`config.mk`:
```
export PLATFORM = sky130hd
export DESIGN_NAME = fetch_stage
export DESIGN_NICKNAME = d
export VERILOG_FILES = /design/src/rtl/fetch_stage.sv
export SDC_FILE = /design/constraint.sdc
export NUM_CORES = 1
export LEC_CHECK = 0
export CORE_ASPECT_RATIO = 0.9
export CORE_MARGIN = 2
export CORE_UTILIZATION = 46
export CTS_CLUSTER_DIAMETER = 40
export CTS_CLUSTER_SIZE = 12
export DETAILED_ROUTE_END_ITERATION = 16
export PLACE_DENSITY = 0.81
export SYNTH_ARGS = -nofsm -noshare
export SYNTH_HDL_FRONTEND = slang
export SYNTH_SLANG_ARGS = --single-unit
```
`constraint.sdc`:
```
create_clock -name clk -period 2.4 [get_ports clk]
set_input_delay 0.48 -clock clk [delete_from_list [all_inputs] [get_ports clk]]
set_output_delay 0.48 -clock clk [all_outputs]
set_load 0.01 [all_outputs]
```
`src/rtl/fetch_stage.sv`:
```
// Instruction-fetch stage: next-PC generation, SRAM-like instruction port,
// one-entry instruction buffer for ID stalls, and branch-redirect squashing.
module fetch_stage #(
  parameter logic [31:0] RESET_PC = 32'h1C000000
) (
  input  logic        clk,
  input  logic        reset,
  input  logic        ds_allowin,
  input  logic [33:0] br_bus,
  output logic        fs_to_ds_valid,
  output logic [63:0] fs_to_ds_bus,
  output logic        inst_sram_req,
  output logic        inst_sram_wr,
  output logic [1:0]  inst_sram_size,
  output logic [3:0]  inst_sram_wstrb,
  output logic [31:0] inst_sram_addr,
  output logic [31:0] inst_sram_wdata,
  input  logic        inst_sram_addr_ok,
  input  logic        inst_sram_data_ok,
  input  logic [31:0] inst_sram_rdata
);

  logic        fs_valid_q, fs_valid_d;
  logic [31:0] fs_pc_q, fs_pc_d;
  logic [31:0] inst_buf_q, inst_buf_d;
  logic        inst_buf_valid_q, inst_buf_valid_d;
  logic [31:0] br_buf_target_q, br_buf_target_d;
  logic        br_buf_valid_q, br_buf_valid_d;
  logic        discard_q, discard_d;

  logic        br_taken_cancel;
  logic [31:0] br_target;
  logic        unused_br_taken;
  logic [31:0] seq_pc;
  logic [31:0] nextpc;
  logic        fs_ready_go;
  logic        cancel_pending;
  logic        fs_allowin;
  logic        fetch_accept;
  logic        ds_takes_inst;
  logic        buf_load;

  assign br_taken_cancel = br_bus[33];
  assign unused_br_taken = br_bus[32];
  assign br_target       = br_bus[31:0];

  assign seq_pc = fs_pc_q + 32'd4;

  // Reset forces the reset vector so the address bus is defined while held.
  always_comb begin
    nextpc = seq_pc;
    if (reset) begin
      nextpc = RESET_PC;
    end else if (br_taken_cancel) begin
      nextpc = br_target;
    end else if (br_buf_valid_q) begin
      nextpc = br_buf_target_q;
    end
  end

  assign fs_ready_go    = inst_buf_valid_q | (inst_sram_data_ok & ~discard_q);
  assign cancel_pending = br_taken_cancel & fs_valid_q & ~fs_ready_go;
  assign fs_allowin     = ~fs_valid_q
                        | (fs_ready_go & ds_allowin)
                        | (br_taken_cancel & fs_ready_go);

  assign inst_sram_req   = ~reset & fs_allowin & ~discard_q & ~cancel_pending;
  assign inst_sram_addr  = nextpc;
  assign inst_sram_wr    = 1'b0;
  assign inst_sram_size  = 2'b10;
  assign inst_sram_wstrb = 4'b0000;
  assign inst_sram_wdata = 32'h0000_0000;

  assign fetch_accept = inst_sram_req & inst_sram_addr_ok;

  assign fs_to_ds_valid = ~reset & fs_valid_q & fs_ready_go & ~br_taken_cancel;
  assign fs_to_ds_bus   = {(inst_buf_valid_q ? inst_buf_q : inst_sram_rdata), fs_pc_q};

  assign ds_takes_inst = fs_to_ds_valid & ds_allowin;
  assign buf_load      = inst_sram_data_ok & ~discard_q & fs_valid_q
                       & ~ds_allowin & ~br_taken_cancel;

  always_comb begin
    fs_valid_d       = fs_valid_q;
    fs_pc_d          = fs_pc_q;
    inst_buf_d       = inst_buf_q;
    inst_buf_valid_d = inst_buf_valid_q;
    br_buf_target_d  = br_buf_target_q;
    br_buf_valid_d   = br_buf_valid_q;
    discard_d        = discard_q;

    if (fetch_accept) begin
      fs_valid_d = 1'b1;
      fs_pc_d    = nextpc;
    end else if (fs_allowin || cancel_pending) begin
      fs_valid_d = 1'b0;
    end

    // A redirect that could not be issued this cycle is remembered until accepted.
    if (fetch_accept) begin
      br_buf_valid_d = 1'b0;
    end else if (br_taken_cancel) begin
      br_buf_valid_d  = 1'b1;
      br_buf_target_d = br_target;
    end

    if (cancel_pending) begin
      discard_d = 1'b1;
    end else if (discard_q && inst_sram_data_ok) begin
      discard_d = 1'b0;
    end

    if (br_taken_cancel || ds_takes_inst) begin
      inst_buf_valid_d = 1'b0;
    end else if (buf_load) begin
      inst_buf_valid_d = 1'b1;
      inst_buf_d       = inst_sram_rdata;
    end
  end

  always_ff @(posedge clk) begin
    if (reset) begin
      fs_valid_q       <= 1'b0;
      fs_pc_q          <= RESET_PC - 32'd4;
      inst_buf_q       <= 32'h0000_0000;
      inst_buf_valid_q <= 1'b0;
      br_buf_target_q  <= 32'h0000_0000;
      br_buf_valid_q   <= 1'b0;
      discard_q        <= 1'b0;
    end else begin
      fs_valid_q       <= fs_valid_d;
      fs_pc_q          <= fs_pc_d;
      inst_buf_q       <= inst_buf_d;
      inst_buf_valid_q <= inst_buf_valid_d;
      br_buf_target_q  <= br_buf_target_d;
      br_buf_valid_q   <= br_buf_valid_d;
      discard_q        <= discard_d;
    end
  end

endmodule

```
* After elaboration in Yosys (flattened, before gate mapping)
Index checks and enable logic that the tools add are counted.
Storage, ports and cells: bits in registers 100, bits of input ports 71, output and inout port bits 137, word-level logic and storage cells 53
Cells by class: add/subtract/negate cells 1, multiplexer cells 8, bitwise operators 28, reductions and logical operators 9
Operator list (number):
- $mux W32 | 4
- $add A32 B3 Y32 const B | 1
- $and A1 B1 Y1 | 16
- $not A1 Y1 | 9
- $mux W1 | 4
- $reduce_and A2 Y1 | 2
- $reduce_bool A2 Y1 | 2
- $reduce_or A2 Y1 | 2
- $or A1 B1 Y1 | 3
- $logic_or A1 B1 Y1 | 2
- $logic_and A1 B1 Y1 | 1

* Logic depth before layout (Yosys ltp)
Gate-level depths: netlist of run 1.
depth in word-level cells 12, mapped depth 7, gate-level depth less buffers 6

* Least setup slack after synthesis of run 1
No wires, ideal clock.
path kind register to output, start register fs_pc_q[13], end output inst_sram_addr[28], data arrival time 1.823 ns, required time 1.920 ns, setup slack 0.097 ns, cell stages (with the launch flop) 7, buffers on the path 1, cell sequence dfxtp_1 -> buf_2 -> and4_2 -> nand3_4 -> or3_4 -> o21a_1 -> nor3_2
On the way: cells in the longest elaborated chain, start to end 4
Ends and longest elaborated chain:
- start, declared | RTL line 24 | logic [31:0] fs_pc_q, fs_pc_d;
- start signal, assigned | RTL line 124 | fs_pc_q <= RESET_PC - 32'd4;
- start signal, assigned | RTL line 132 | fs_pc_q <= fs_pc_d;
- $add A32 B3 Y32 | RTL line 47 | assign seq_pc = fs_pc_q + 32'd4;
- $mux W32 | RTL line 56 | end else if (br_buf_valid_q) begin
- $mux W32 | RTL line 54 | end else if (br_taken_cancel) begin
- $mux W32 | RTL line 52 | if (reset) begin
- end, declared | RTL line 16 | output logic [31:0] inst_sram_addr,
Every way passes these cells.

* Final worst setup path of run 1
start register fs_pc_q[10], end output inst_sram_addr[29]
Same word-level chain as after synthesis.

==> results of run 1 <==
-- state kept, by name, indices dropped and copies added, names as in the netlist --
signal / flops
inst_buf_valid_q: 1
inst_buf_q: 32
br_buf_target_q: 32
br_buf_valid_q: 1
discard_q: 1
fs_valid_q: 1
fs_pc_q: 32
-- layout make-up --
class,count,area [um2],area share
timing repair buffer,355,3190,0.331
inverter,17,63.8,0.00662
sequential,100,2030,0.211
tap,164,205,0.0213
clock buffer,11,253,0.0262
clock inverter,4,72.6,0.00752
multi-input combinational,590,3830,0.397
-- timing repair --
item                                   4_1_cts  5_1_grt
setup buffers                               38       33
setup endpoints to repair                   33       33
pin swaps                                   51       54
endpoints found under the hold margin        0        0
resized for setup                          179       71
gates cloned                                 1        0
-- per-layer routing --
metal  track usage  share of wire  vias up
met4         0.164          0.073        0
met2         0.495           0.47      580
li1              -              -     3238
met3        0.0661          0.097      171
met5             0              0        -
met1         0.387           0.36     3413
-- cells by family (layout without fill, tap and decap cells) --
group	after synthesis	after routing	synth area share
compound gates	221	221	0.230
xor+xnor	17	17	0.0251
fa+ha+maj	2	2	0.00380
buf+inv	114	387	0.0999
flops	100	100	0.338
mux	42	42	0.0781
other cells	2	39	0.00127
simple gates	269	269	0.224
-- power breakdown --
part / switching, mW / internal (mW)
Sequential: 0.0868 / 1.77
Clock: 0.670 / 0.965
Combinational: 1.08 / 1.09
-- synthesized netlist by cell type, drive strengths merged (9+ instances only) --
library cell / count / area share
a21oi: 94 / 0.079
a22oi: 9 / 0.011
buf: 59 / 0.065
clkbuf: 38 / 0.024
dfxtp: 100 / 0.34
inv: 16 / 0.010
mux2: 34 / 0.065
nand2: 157 / 0.099
nand3: 13 / 0.015
nand4: 9 / 0.013
nor2: 34 / 0.022
nor3: 14 / 0.014
o21ai: 43 / 0.036
o22ai: 11 / 0.012
xnor2: 12 / 0.018
-- placed cells by master, fill, tap and decap left out, types with 9 or more instances in the layout --
cell type | synthesis | layout
nand2_1 | 157 | 154
buf_4 | 41 | 148
clkdlybuf4s50_1 | 0 | 132
a21oi_1 | 94 | 90
dfxtp_1 | 100 | 80
conb_1 | 2 | 39
o21ai_0 | 43 | 36
mux2_2 | 34 | 34
buf_6 | 0 | 33
nor2_1 | 34 | 30
buf_2 | 8 | 21
dfxtp_2 | 0 | 17
inv_1 | 16 | 16
o22ai_1 | 11 | 10
a22oi_1 | 9 | 9
clkbuf_16 | 0 | 9
-- metrics by stage --
step                utilization  total power [mW]  instance area [um2]  std cells  hold WS (ns)
finish                    0.763              5.67                 9640       1241         0.451
global route              0.763              5.85                 9640       1241         0.472
CTS                       0.731              5.32                 9240       1216         0.452
detailed placement        0.666              3.50                 8420       1163         0.443
global placement          0.666              3.47                 8420       1163         0.438
floorplan                     -              2.68                 6060        804         0.431
-- how the worst max path moves through the flow --
stage	start	end
final	fs_pc_q[10]	inst_sram_addr[29]
after global routing	fs_pc_q[10]	inst_sram_addr[25]
after CTS	fs_pc_q[7]	inst_sram_addr[28]
after detailed placement	fs_pc_q[7]	inst_sram_addr[28]
after global placement	br_bus[33]	inst_sram_addr[27]
after floorplan	fs_pc_q[13]	inst_sram_addr[28]
-- worst register-to-register path, stage by stage, from the launching register on --
cell and delay [ns]:
dfxtp_2 0.34, and4_4 0.31, buf_6 0.15, nand4_1 0.12
xnor2_1 0.17, a222oi_1 0.35, buf_4 0.22, buf_6 0.09
buf_4 0.10, buf_6 0.09, buf_6 0.08, buf_6 0.08
buf_6 0.08, buf_4 0.10, buf_6 0.08, o21ai_2 0.04
==> run summary, run 1 <==
NumNets Final - 1,145
CTS tree - built
CP cell instances - and4_4, buf_6, buf_6, nand3_4, nor4_4, mux2i_1, o21ai_1, buf_2
final hold vios - 0
Yosys cell types - 67
H-Tree Depth - 3
maximum clock rate - 370 MHz
crit path DAT - 2.22 ns
Core Rows - 39
WP buf/inv - 3
count of input and output buffers - 167
RSZ-0062 raised after global routing - true
vias in the first global route - 6,839
Worst path depth - 8
Die W - 124 um
synthesis-to-layout area growth - 62.8%
reg2reg path depth - 15
Primary FF master, synth - dfxtp_1
clock sinks - 100
Crit Path Class - flop to output port
Final Critical Period - 2.70 ns
number of remaining DRC errors - 0
first-pass iteration count of the detailed router - 5
IO Pins - 208
hold_sp - inst_buf_q[9]
max_cap viols - 0
Final Max Slew Viols - 0
reg2reg end - fs_pc_q[10]
Worst-path clk slew - 0.08 ns
Detailed Place HPWL - 14.0 mm
final setup vio count - 22
DRT iter0 DRCs - 776
CP delay by family, top - simple AND/OR/NAND/NOR gates
Slew headroom - 0.658
cts bufs inserted - 9
FF-to-FF Start - fs_pc_q[5]
grt total ovfl - 0
Hold WC Path Type - flop to flop
Hold Crit Endpoint - inst_buf_q[9]
clock skew - 0.0142 ns
fillers - 816
Static Leak - 3.95 nW
EDFF count, synth - 0
Seq/Total Area, Yosys - 0.338
CP Max Fanout - 4
startpoint class of the critical path - flop
Vias/cell - 5.96
yosys warns - 0
Final GP Congestion - 0.923
CP most frequent cell - buf_6
routed len/inst - 19.7 um
initial antenna violation count - 0
Die Ht - 112 um
CTS Hold Bufs - 0
DP Worst Slack - -0.322 ns
Final Cycle Share - 1.13
largest net degree at the start of global routing - 28
Mapped Area - 5920 um2
Routed Antenna Nets - 0
clock buffer depth - 2
Core ar. - 12,600 um2
r2r setup slk - -0.11 ns
Power Density - 587 nW/um2
Root Buffer - clkbuf_16
Post-Route Setup TNS - -3.72 ns
Worst Tran Pin Value - 0.512 ns
worst-skew pair later-pin latency - 0.36 ns
Final WS setup - -0.301 ns
share of cells above drive strength 1 - 0.329
WHS Path Cells - 2
DIE AREA - 13,800 um2
endpoint class of the critical path - output port
first-pass GRT wire length - 33.9 mm
failing checks - negative setup slack
Total GRT Usage - 0.309
Routed WL - 24.4 mm
Diodes inserted - 0
data required time of the worst path - 1.92 ns
Syn Area/Cell - 7.72 um2
critical path's slowest cell - dfxtp_2
asr flop ratio synth - 0
routed via count - 7,402
starting density of the core - 0.469
count of state elements after synthesis - 100
Max VDD drop - 0.403 mV
outcome - complete, but fails checks
Syn Inst Count - 767
worst stage delay on the critical path - 0.38 ns
(Power assumes the default switching activity.)
==> inputs of run 2 (changes only) <==
==> constraint.sdc (replaced) <==
create_clock -name clk -period 2.6 [get_ports clk]
set_input_delay 0.52 -clock clk [delete_from_list [all_inputs] [get_ports clk]]
set_output_delay 0.52 -clock clk [all_outputs]
set_load 0.01 [all_outputs]
==> run summary, run 2 (synthesized netlist as in run 1, its figures left out) <==
Root Buffer - clkbuf_16
first-pass GRT wire length - 30.5 mm
cts bufs inserted - 9
Final Cycle Share - 1.01
Non-Filler Instances - 1,189
Max VDD drop - 0.390 mV
DRT iter0 DRCs - 761
Crit Path Class - flop to output port
biggest regs - br_buf_target_q x32, fs_pc_q x32, inst_buf_q x32
Post-Place Cells - 1,150
Power Density - 521 nW/um2
WHS Path Cells - 2
worst-skew pair later-pin latency - 0.36 ns
Slew headroom - 0.606
Final WS setup - -0.0205 ns
count of input and output buffers - 167
Total GRT Usage - 0.278
H-Tree Depth - 3
number of remaining DRC errors - 0
failing checks - negative setup slack
NumNets Final - 1,092
Worst Tran Pin Value - 0.590 ns
first-pass iteration count of the detailed router - 5
Final Max Slew Viols - 0
most common cell after layout, fill and taps aside - nand2_1
Die Ht - 112 um
share of cells above drive strength 1 - 0.263
Core ar. - 12,600 um2
critical path's slowest cell - o311a_1
CP Max Fanout - 5
most frequent cells in the layout - nand2_1, clkdlybuf4s50_1, buf_4
Final GP Congestion - 0.875
FF-to-FF Start - fs_pc_q[3]
clock buffer depth - 2
largest net degree at the start of global routing - 31
hold_sp - inst_buf_q[23]
RSZ-0062 raised after global routing - true
CTS Hold Bufs - 0
maximum clock rate - 382 MHz
Hold WC Path Type - flop to flop
crit path DAT - 2.10 ns
r2r setup slk - 0.03 ns
vias in the first global route - 6,186
IO Pins - 208
Routed Antenna Nets - 0
startpoint class of the critical path - flop
routed via count - 6,753
final hold vios - 0
Worst-path clk slew - 0.07 ns
data required time of the worst path - 2.08 ns
outcome - complete, but fails checks
CP cell instances - buf_4, nand4_1, o311a_1, a221oi_2, and3_1, nor2_1, buf_2
synthesis-to-layout area growth - 51.7%
Routed WL - 20.3 mm
Core Rows - 39
reg2reg end - fs_pc_q[13]
Final Critical Period - 2.62 ns
Static Leak - 3.64 nW
CTS tree - built
reg2reg path depth - 15
worst stage delay on the critical path - 0.44 ns
Die W - 124 um
max_cap viols - 0
Diodes inserted - 0
routed len/inst - 17.1 um
DIE AREA - 13,800 um2
grt total ovfl - 0
clock skew - 0.00891 ns
Vias/cell - 5.68
initial antenna violation count - 0
Detailed Place HPWL - 13.6 mm
final setup vio count - 3
endpoint class of the critical path - output port
starting density of the core - 0.469
Hold Crit Endpoint - inst_buf_q[23]
Post-Route Setup TNS - -0.0572 ns
clock sinks - 100
-- run 2: layout make-up --
type,instances,area (um2)
flip-flops and latches,100,2020
fillers,956,3650
clock buffers,11,243
inverters,17,63.8
clock inverters,5,37.5
multi-input cells,590,3690
repair buffers,302,2720
well taps,164,205
-- run 2: metal layers --
layer | wire [um] | GRT usage
met3 | 1820 | 0.0640
met1 | 8070 | 0.357
met5 | 0 | 0
met2 | 9630 | 0.453
met4 | 763 | 0.101
-- run 2: what timing repair did --
| action | CTS | global route |
|---|---|---|
| pin swaps | 24 | 39 |
| hold endpoints to repair | 0 | 0 |
| resized for setup | 110 | 54 |
| setup buffers | 16 | 9 |
| endpoints found under the setup margin | 32 | 29 |
-- run 2: where the power goes --
part	leakage, nW	switching [mW]	total, mW	internal, mW
Combinational	2.69	0.856	1.68	0.820
Clock	0.132	0.629	1.31	0.678
Sequential	0.817	0.0664	1.70	1.63
-- run 2: per-stage QoR --
stage	hold WS, ns	utilization	setup slack, ns	cell area (um2)	power (mW)
3_5_place_dp	0.445	0.660	-0.154	8340	3.21
2_1_floorplan	0.431	-	0.257	6060	2.48
6_report	0.454	0.711	-0.0205	8990	4.68
5_1_grt	0.473	0.711	-0.120	8990	4.87
4_1_cts	0.455	0.702	-0.000476	8870	4.59
3_3_place_gp	0.439	0.660	-0.126	8340	3.19
-- run 2: how the worst max path moves through the flow --
| stage | cells past startpoint | slack, ns | end | from |
|---|---|---|---|---|
| after global routing | 7 | -0.12 | inst_sram_addr[31] | fs_pc_q[3] |
| after detailed placement | 6 | -0.15 | inst_sram_addr[28] | fs_pc_q[7] |
| final | 7 | -0.02 | inst_sram_addr[21] | fs_pc_q[11] |
| after CTS | 6 | -0.0005 | inst_sram_addr[28] | fs_pc_q[8] |
| after global placement | 6 | -0.13 | inst_sram_addr[28] | fs_pc_q[7] |
| after floorplan | 6 | 0.26 | inst_sram_addr[28] | fs_pc_q[13] |
-- run 2: worst max-delay path, delay by kind of cell, from the launching register on --
kind	cells	cell delay [ns]
DFF	1	0.33
and+or+nand+nor	3	0.51
buffers and inverters	2	0.27
AOI/OAI and AO/OA	2	0.63
==> inputs of run 3 (changes only) <==
--- a/config.mk
+++ b/config.mk
@@ -8,7 +8,7 @@
 export CORE_ASPECT_RATIO = 0.9
 export CORE_MARGIN = 2
 export CORE_UTILIZATION = 46
-export CTS_CLUSTER_DIAMETER = 40
+export CTS_CLUSTER_DIAMETER = 100
 export CTS_CLUSTER_SIZE = 12
 export DETAILED_ROUTE_END_ITERATION = 16
 export PLACE_DENSITY = 0.81
==> results of run 3 <==
The final DEF is identical to that of run 2; final timing and power are the same.
